==> config.mk <==
export PLATFORM = sky130hd
export DESIGN_NAME = wavelet_mac_filter
export DESIGN_NICKNAME = d
export VERILOG_FILES = /design/src/rtl/wavelet_pkg.sv /design/src/rtl/wavelet_mac_unit.sv /design/src/rtl/wavelet_mac_filter.sv
export SDC_FILE = /design/constraint.sdc
export NUM_CORES = 1
export LEC_CHECK = 0
export BUFFER_PORTS_ARGS = -buffer_cell sky130_fd_sc_hd__buf_2
export CORE_MARGIN = 4
export CORE_UTILIZATION = 35
export CTS_CLUSTER_SIZE = 28
export DETAILED_ROUTE_END_ITERATION = 10
export HOLD_SLACK_MARGIN = 0.1
export SYNTH_ARGS = -nofsm -noshare
export SYNTH_HDL_FRONTEND = slang
export SYNTH_SLANG_ARGS = --single-unit
==> constraint.sdc <==
create_clock -name clk -period 6.9 [get_ports clk]
set_clock_uncertainty 0.05 [all_clocks]
set_input_delay 0.345 -clock clk [delete_from_list [all_inputs] [get_ports clk]]
set_output_delay 0.345 -clock clk [all_outputs]
set_load 0.05 [all_outputs]
==> src/rtl/wavelet_pkg.sv <==
// Shared defaults, FSM encoding and lane helpers for the time-multiplexed wavelet FIR.
// Imported by the MAC unit and by the filter top level.
package wavelet_pkg;

    localparam int DEF_TOTAL_TAPS   = 9;
    localparam int DEF_BITS_PER_TAP = 8;
    localparam int DEF_COEFF_BITS   = 8;
    localparam int DEF_OUT_BITS     = 20;

    typedef enum logic [1:0] {
        ST_IDLE  = 2'd0,
        ST_ACCUM = 2'd1,
        ST_DONE  = 2'd2
    } state_e;

    // LSB position of lane `lane` in a packed vector of `width`-bit lanes.
    function automatic int unsigned lane_lsb(input int unsigned lane, input int unsigned width);
        return lane * width;
    endfunction

    // Counter width able to address `n` lanes; never narrower than one bit.
    function automatic int unsigned idx_width(input int unsigned n);
        return (n > 1) ? $clog2(n) : 1;
    endfunction

endpackage

==> src/rtl/wavelet_mac_unit.sv <==
// Registered signed multiply-add: acc_out <= acc_in + a*b when enabled, 0 when cleared.
// The product is formed at full width and sign-extended into the accumulator.
module wavelet_mac_unit #(
    parameter int A_BITS   = 8,
    parameter int B_BITS   = 8,
    parameter int ACC_BITS = 20
) (
    input  logic                       clk,
    input  logic                       rst_n,
    input  logic signed [ACC_BITS-1:0] acc_in_i,
    input  logic signed [A_BITS-1:0]   a_i,
    input  logic signed [B_BITS-1:0]   b_i,
    input  logic                       clr_i,
    input  logic                       en_i,
    output logic signed [ACC_BITS-1:0] acc_out_o
);

    localparam int PROD_BITS = A_BITS + B_BITS;

    logic signed [PROD_BITS-1:0] prod;
    logic signed [ACC_BITS-1:0]  acc_d;
    logic signed [ACC_BITS-1:0]  acc_q;

    always_comb begin
        prod  = PROD_BITS'(a_i) * PROD_BITS'(b_i);
        acc_d = acc_in_i + ACC_BITS'(prod);
    end

    // NOTE: sequential state uses non-blocking assignments so every register samples pre-edge values.
    always_ff @(posedge clk or negedge rst_n) begin
        if (!rst_n) begin
            acc_q <= '0;
        end else if (clr_i) begin
            acc_q <= '0;
        end else if (en_i) begin
            acc_q <= acc_d;
        end
    end

    assign acc_out_o = acc_q;

endmodule

==> src/rtl/wavelet_mac_filter.sv <==
// Snapshots a packed tap/coefficient pair and computes their signed dot product,
// one multiply-accumulate per cycle, then strobes the result for one cycle.
module wavelet_mac_filter
    import wavelet_pkg::*;
#(
    parameter int TOTAL_TAPS   = DEF_TOTAL_TAPS,
    parameter int BITS_PER_TAP = DEF_BITS_PER_TAP,
    parameter int TOTAL_BITS   = TOTAL_TAPS * BITS_PER_TAP,
    parameter int COEFF_BITS   = DEF_COEFF_BITS,
    parameter int OUT_BITS     = DEF_OUT_BITS
) (
    input  logic                             clk,
    input  logic                             rst_n,
    input  logic [TOTAL_BITS-1:0]            i_taps,
    input  logic [TOTAL_TAPS*COEFF_BITS-1:0] i_coeffs,
    input  logic                             i_start,
    output logic                             o_busy,
    output logic                             o_valid,
    output logic [OUT_BITS-1:0]              o_result
);

    localparam int IDX_W = idx_width(TOTAL_TAPS);
    localparam logic [IDX_W-1:0] LAST_IDX = IDX_W'(TOTAL_TAPS - 1);

    if (OUT_BITS < BITS_PER_TAP + COEFF_BITS + $clog2(TOTAL_TAPS)) begin : g_width_guard
        $error("wavelet_mac_filter: OUT_BITS too narrow to hold the full dot product");
    end

    state_e                         state_q;
    logic [IDX_W-1:0]               idx_q;
    logic                           busy_q;
    logic                           valid_q;
    logic [OUT_BITS-1:0]            result_q;

    logic signed [BITS_PER_TAP-1:0] tap_q   [TOTAL_TAPS];
    logic signed [COEFF_BITS-1:0]   coeff_q [TOTAL_TAPS];

    logic signed [BITS_PER_TAP-1:0] tap_sel;
    logic signed [COEFF_BITS-1:0]   coeff_sel;
    logic signed [OUT_BITS-1:0]     acc;
    logic                           accept;

    assign accept = (state_q == ST_IDLE) && i_start;

    // NOTE: snapshot registers carry no reset; they are always loaded on acceptance before being read.
    always_ff @(posedge clk) begin
        if (accept) begin
            for (int k = 0; k < TOTAL_TAPS; k++) begin
                tap_q[k]   <= i_taps[lane_lsb(k, BITS_PER_TAP) +: BITS_PER_TAP];
                coeff_q[k] <= i_coeffs[lane_lsb(k, COEFF_BITS) +: COEFF_BITS];
            end
        end
    end

    // NOTE: every combinational output gets a default first so no path can infer a latch.
    always_comb begin
        tap_sel   = '0;
        coeff_sel = '0;
        for (int k = 0; k < TOTAL_TAPS; k++) begin
            if (idx_q == IDX_W'(k)) begin
                tap_sel   = tap_q[k];
                coeff_sel = coeff_q[k];
            end
        end
    end

    wavelet_mac_unit #(
        .A_BITS   (BITS_PER_TAP),
        .B_BITS   (COEFF_BITS),
        .ACC_BITS (OUT_BITS)
    ) u_mac (
        .clk       (clk),
        .rst_n     (rst_n),
        .acc_in_i  (acc),
        .a_i       (tap_sel),
        .b_i       (coeff_sel),
        .clr_i     (accept),
        .en_i      (state_q == ST_ACCUM),
        .acc_out_o (acc)
    );

    always_ff @(posedge clk or negedge rst_n) begin
        if (!rst_n) begin
            state_q  <= ST_IDLE;
            idx_q    <= '0;
            busy_q   <= 1'b0;
            valid_q  <= 1'b0;
            result_q <= '0;
        end else begin
            valid_q <= 1'b0;
            case (state_q)
                ST_IDLE: begin
                    if (i_start) begin
                        state_q <= ST_ACCUM;
                        idx_q   <= '0;
                        busy_q  <= 1'b1;
                    end
                end
                ST_ACCUM: begin
                    if (idx_q == LAST_IDX) begin
                        state_q <= ST_DONE;
                        idx_q   <= '0;
                    end else begin
                        idx_q <= idx_q + 1'b1;
                    end
                end
                ST_DONE: begin
                    result_q <= acc;
                    valid_q  <= 1'b1;
                    busy_q   <= 1'b0;
                    state_q  <= ST_IDLE;
                end
                default: begin
                    state_q <= ST_IDLE;
                    busy_q  <= 1'b0;
                end
            endcase
        end
    end

    assign o_busy   = busy_q;
    assign o_valid  = valid_q;
    assign o_result = result_q;

endmodule
==> out/qor.csv <==
stage,metric,value,unit
run_status,outcome,finished clean,
detailed_routing,detail_route.wirelength,29200,µm
logic_synthesis,synth_area,11400,µm²
grt,grt-ovfl-total,0,
detailed_routing,vias,8039,
place,port_buffers,168,
setup_path,r2r_slack,0.29,ns
timing,fin_tns_setup,0,ns
place,dpl.hpwl,20300,µm
grt,busiest_layer,met2,
logic_synthesis,synthSimpleGateAreaFrac,8.02,%
logic_synthesis,synth-edff-count,144,
logic_synthesis,synthMuxAreaShare,1.65,%
floorplanning,ios,169,
layout,mostFrequentLayoutCell,buf_2,
logic_synthesis,synthAdderAreaFrac,20.9,%
clock_network,cts_buffers,17,
grt,use_met3,3.26,%
floorplanning,coreArea,31900,µm²
setup_path,crit_fanout,29,
place,dp.cells,1492,
logic_synthesis,synth_cells,904,
clock_network,post_cts_buffers,0,
logic_synthesis,syn-num-nets,1189,
setup_path,crit_chain,"inv_1, ha_4, and2b_1, a221o_1, a31oi_1, o221ai_2, o221ai_2, buf_4, or2_1, fa_1, fa_1, inv_1, fa_1, fa_1, fa_1, ha_1, a21o_1, a21oi_1, a31oi_2, a311oi_1, mux2i_1, o21ai_1",
floorplanning,initial_core_util,35.9,%
timing,max_slew_margin,27.9,%
place,gp_congestion,0.804,
grt,grt_antenna_before_repair,4,
grt,use_met1,21.8,%
detailed_routing,postRouteAntennaNets,0,
layout,multiInputGateArea,5260,µm²
min_path,hold_class,in -> reg,
clock_network,clock_latency,0.44,ns
place,post_dp_cell_area,12800,µm²
logic_synthesis,async_reset_ff_share,25.0,%
setup_path,critPathMaxStageDelay,0.56,ns
logic_synthesis,yosysSeqAreaShare,48.3,%
layout,fillCellCount,2854,
logic_synthesis,synth_compound_area_share,13.5,%
logic_synthesis,synth_top_family_by_area,adder cells,
grt,grt_pass1_vias,8770,
timing,holdWs,0.210,ns
layout,final_cell_mix,"buf_2 (168), dlygate4sd3_1 (145), edfxtp_1 (144)",
timing,final-setup-viol-count,0,
grt,grt_max_degree,83,
clock_network,htreeDepth,4,
layout,nets,1506,
floorplanning,die-area,35600,µm²
flow_run,max_cap_viol_count,0,
detailed_routing,firstDrtPassIters,4,
setup_path,cp.arrival,6.86,ns
floorplanning,dieWidth,189,µm
setup_path,required,7.15,ns
clock_network,cts_sinks,192,
clock_network,cts.clk_slew.worst_paths,0.08,ns
timing,post-route-period-util,95.8,%
setup_path,critPathTopFamily,adder cells,
setup_path,critical_path_class,reg -> reg,
logic_synthesis,yosys_warnings,0,
floorplanning,rows,65,
logic_synthesis,synth_area_per_cell,12.7,µm²
logic_synthesis,synth_cell_type_count,57,
logic_synthesis,synth-seq-cells,192,
timing,worst_pin_slew,1.08,ns
detailed_routing,drt-initial-drc-count,579,
layout,seq_area,5530,µm²
layout,final_area,14900,µm²
logic_synthesis,synth_flop_cell,edfxtp_1,
clock_network,cts_tree,done,
layout,drive_gt1_share,22.9,%
timing,rsz0062_at_grt,true,
grt,track_usage,16.9,%
clock_network,cts_buffer_depth,2,
timing,slew_viol_final,0,
detailed_routing,avgViaCountPerCell,4.81,
layout,area_growth,30.5,%
setup_path,critPathSlowestCell,fa_1,
setup_path,startpoint_type,register,
timing,fmax,151,MHz
timing,finalHoldViolCount,0,
floorplanning,die_height,189,µm
timing,period_needed,6.61,ns
clock_network,root_buffer,clkbuf_16,
setup_path,cp_num_buf_inv,3,
setup_path,end_kind,register,
logic_synthesis,synth_xor_area_share,1.38,%
layout,stdcell_count,1673,
grt,grt_pass1_wl,47200,µm
detailed_routing,drc,0,
setup_path,cpMostUsedCell,fa_1,
detailed_routing,wire_per_inst,17.4,µm
grt,met2_usage,28.6,%
==> sequential cells by signal, indices dropped and copies added (netlist names) <==
register / count
coeff_q: 72
idx_q: 4
o_busy: 1
o_result: 20
o_valid: 1
state_q: 2
tap_q: 72
u_mac.acc_out_o: 20
==> worst min-delay path, stage by stage <==
cell and delay (ns):
buf_2 0.09, nand2_1 0.14, nand2_1 0.09
==> cells by family after synthesis <==
family	Yosys count
AOI/OAI and AO/OA	202
DFF	192
and+or+nand+nor	177
buffers and inverters	160
adders and majority gates	138
xor gates and xnor gates	18
muxes	17
==> worst paths after layout <==
kind / from / to / depth (start not counted)
max: idx_q[1] / u_mac.acc_out_o[16] / 22
min: i_start / state_q[0] / 3
max reg2reg: idx_q[1] / u_mac.acc_out_o[16] / 22
min reg2reg: o_result[6] / o_result[6] / 2
max in group asynchronous: rst_n / o_result[11] / 2
min in group asynchronous: rst_n / idx_q[0] / 2
==> metal layers <==
metal / vias up / part of all wire [%]
li1: 3810 / -
met1: 3944 / 44
met2: 230 / 49
met3: 55 / 4.6
met4: 0 / 2.8
met5: - / 0
==> final cells by class <==
type                       instances  area share, %
multi-input combinational        552           35.2
sequential                       192           37.0
clock inverter                    14           1.18
inverter                         120           3.05
tap                              435           3.65
clock buffer                      18           2.88
timing repair buffer             338           17.0
antenna                            4         0.0671
==> stage by stage <==
stage          util (%)  setup WS (ns)
2_1_floorplan         -          0.172
3_3_place_gp       40.2          0.271
3_5_place_dp       40.2          0.151
4_1_cts            46.7         0.0953
5_1_grt            46.8        -0.0235
6_report           46.8          0.290
==> timing repair <==
| action | CTS | global route |
|---|---|---|
| hold buffers | 145 | 0 |
| resized for setup | 0 | 8 |
| hold endpoints to repair | 192 | 0 |
| endpoints found under the setup margin | 0 | 8 |
==> cell usage after synthesis (all sizes together) (15+ instances only) <==
| cell | count | share of area [%] |
|---|---|---|
| nor2b | 20 | 1.1 |
| ha | 49 | 5.4 |
| edfxtp | 144 | 38 |
| o21ai | 36 | 1.6 |
| buf | 29 | 1.9 |
| a31oi | 17 | 0.93 |
| nand2 | 34 | 1.1 |
| inv | 120 | 3.9 |
| nand2b | 32 | 1.8 |
| a21oi | 58 | 2.5 |
| o221ai | 29 | 3.5 |
| fa | 89 | 16 |
| dfrtp | 48 | 11 |
| mux2 | 15 | 1.5 |
| a221o | 15 | 1.3 |
| nor2 | 59 | 2.0 |
Power is left out: the tool's default activity adds up to more than one toggle a clock period on the data nets, which glitch-free logic cannot reach.
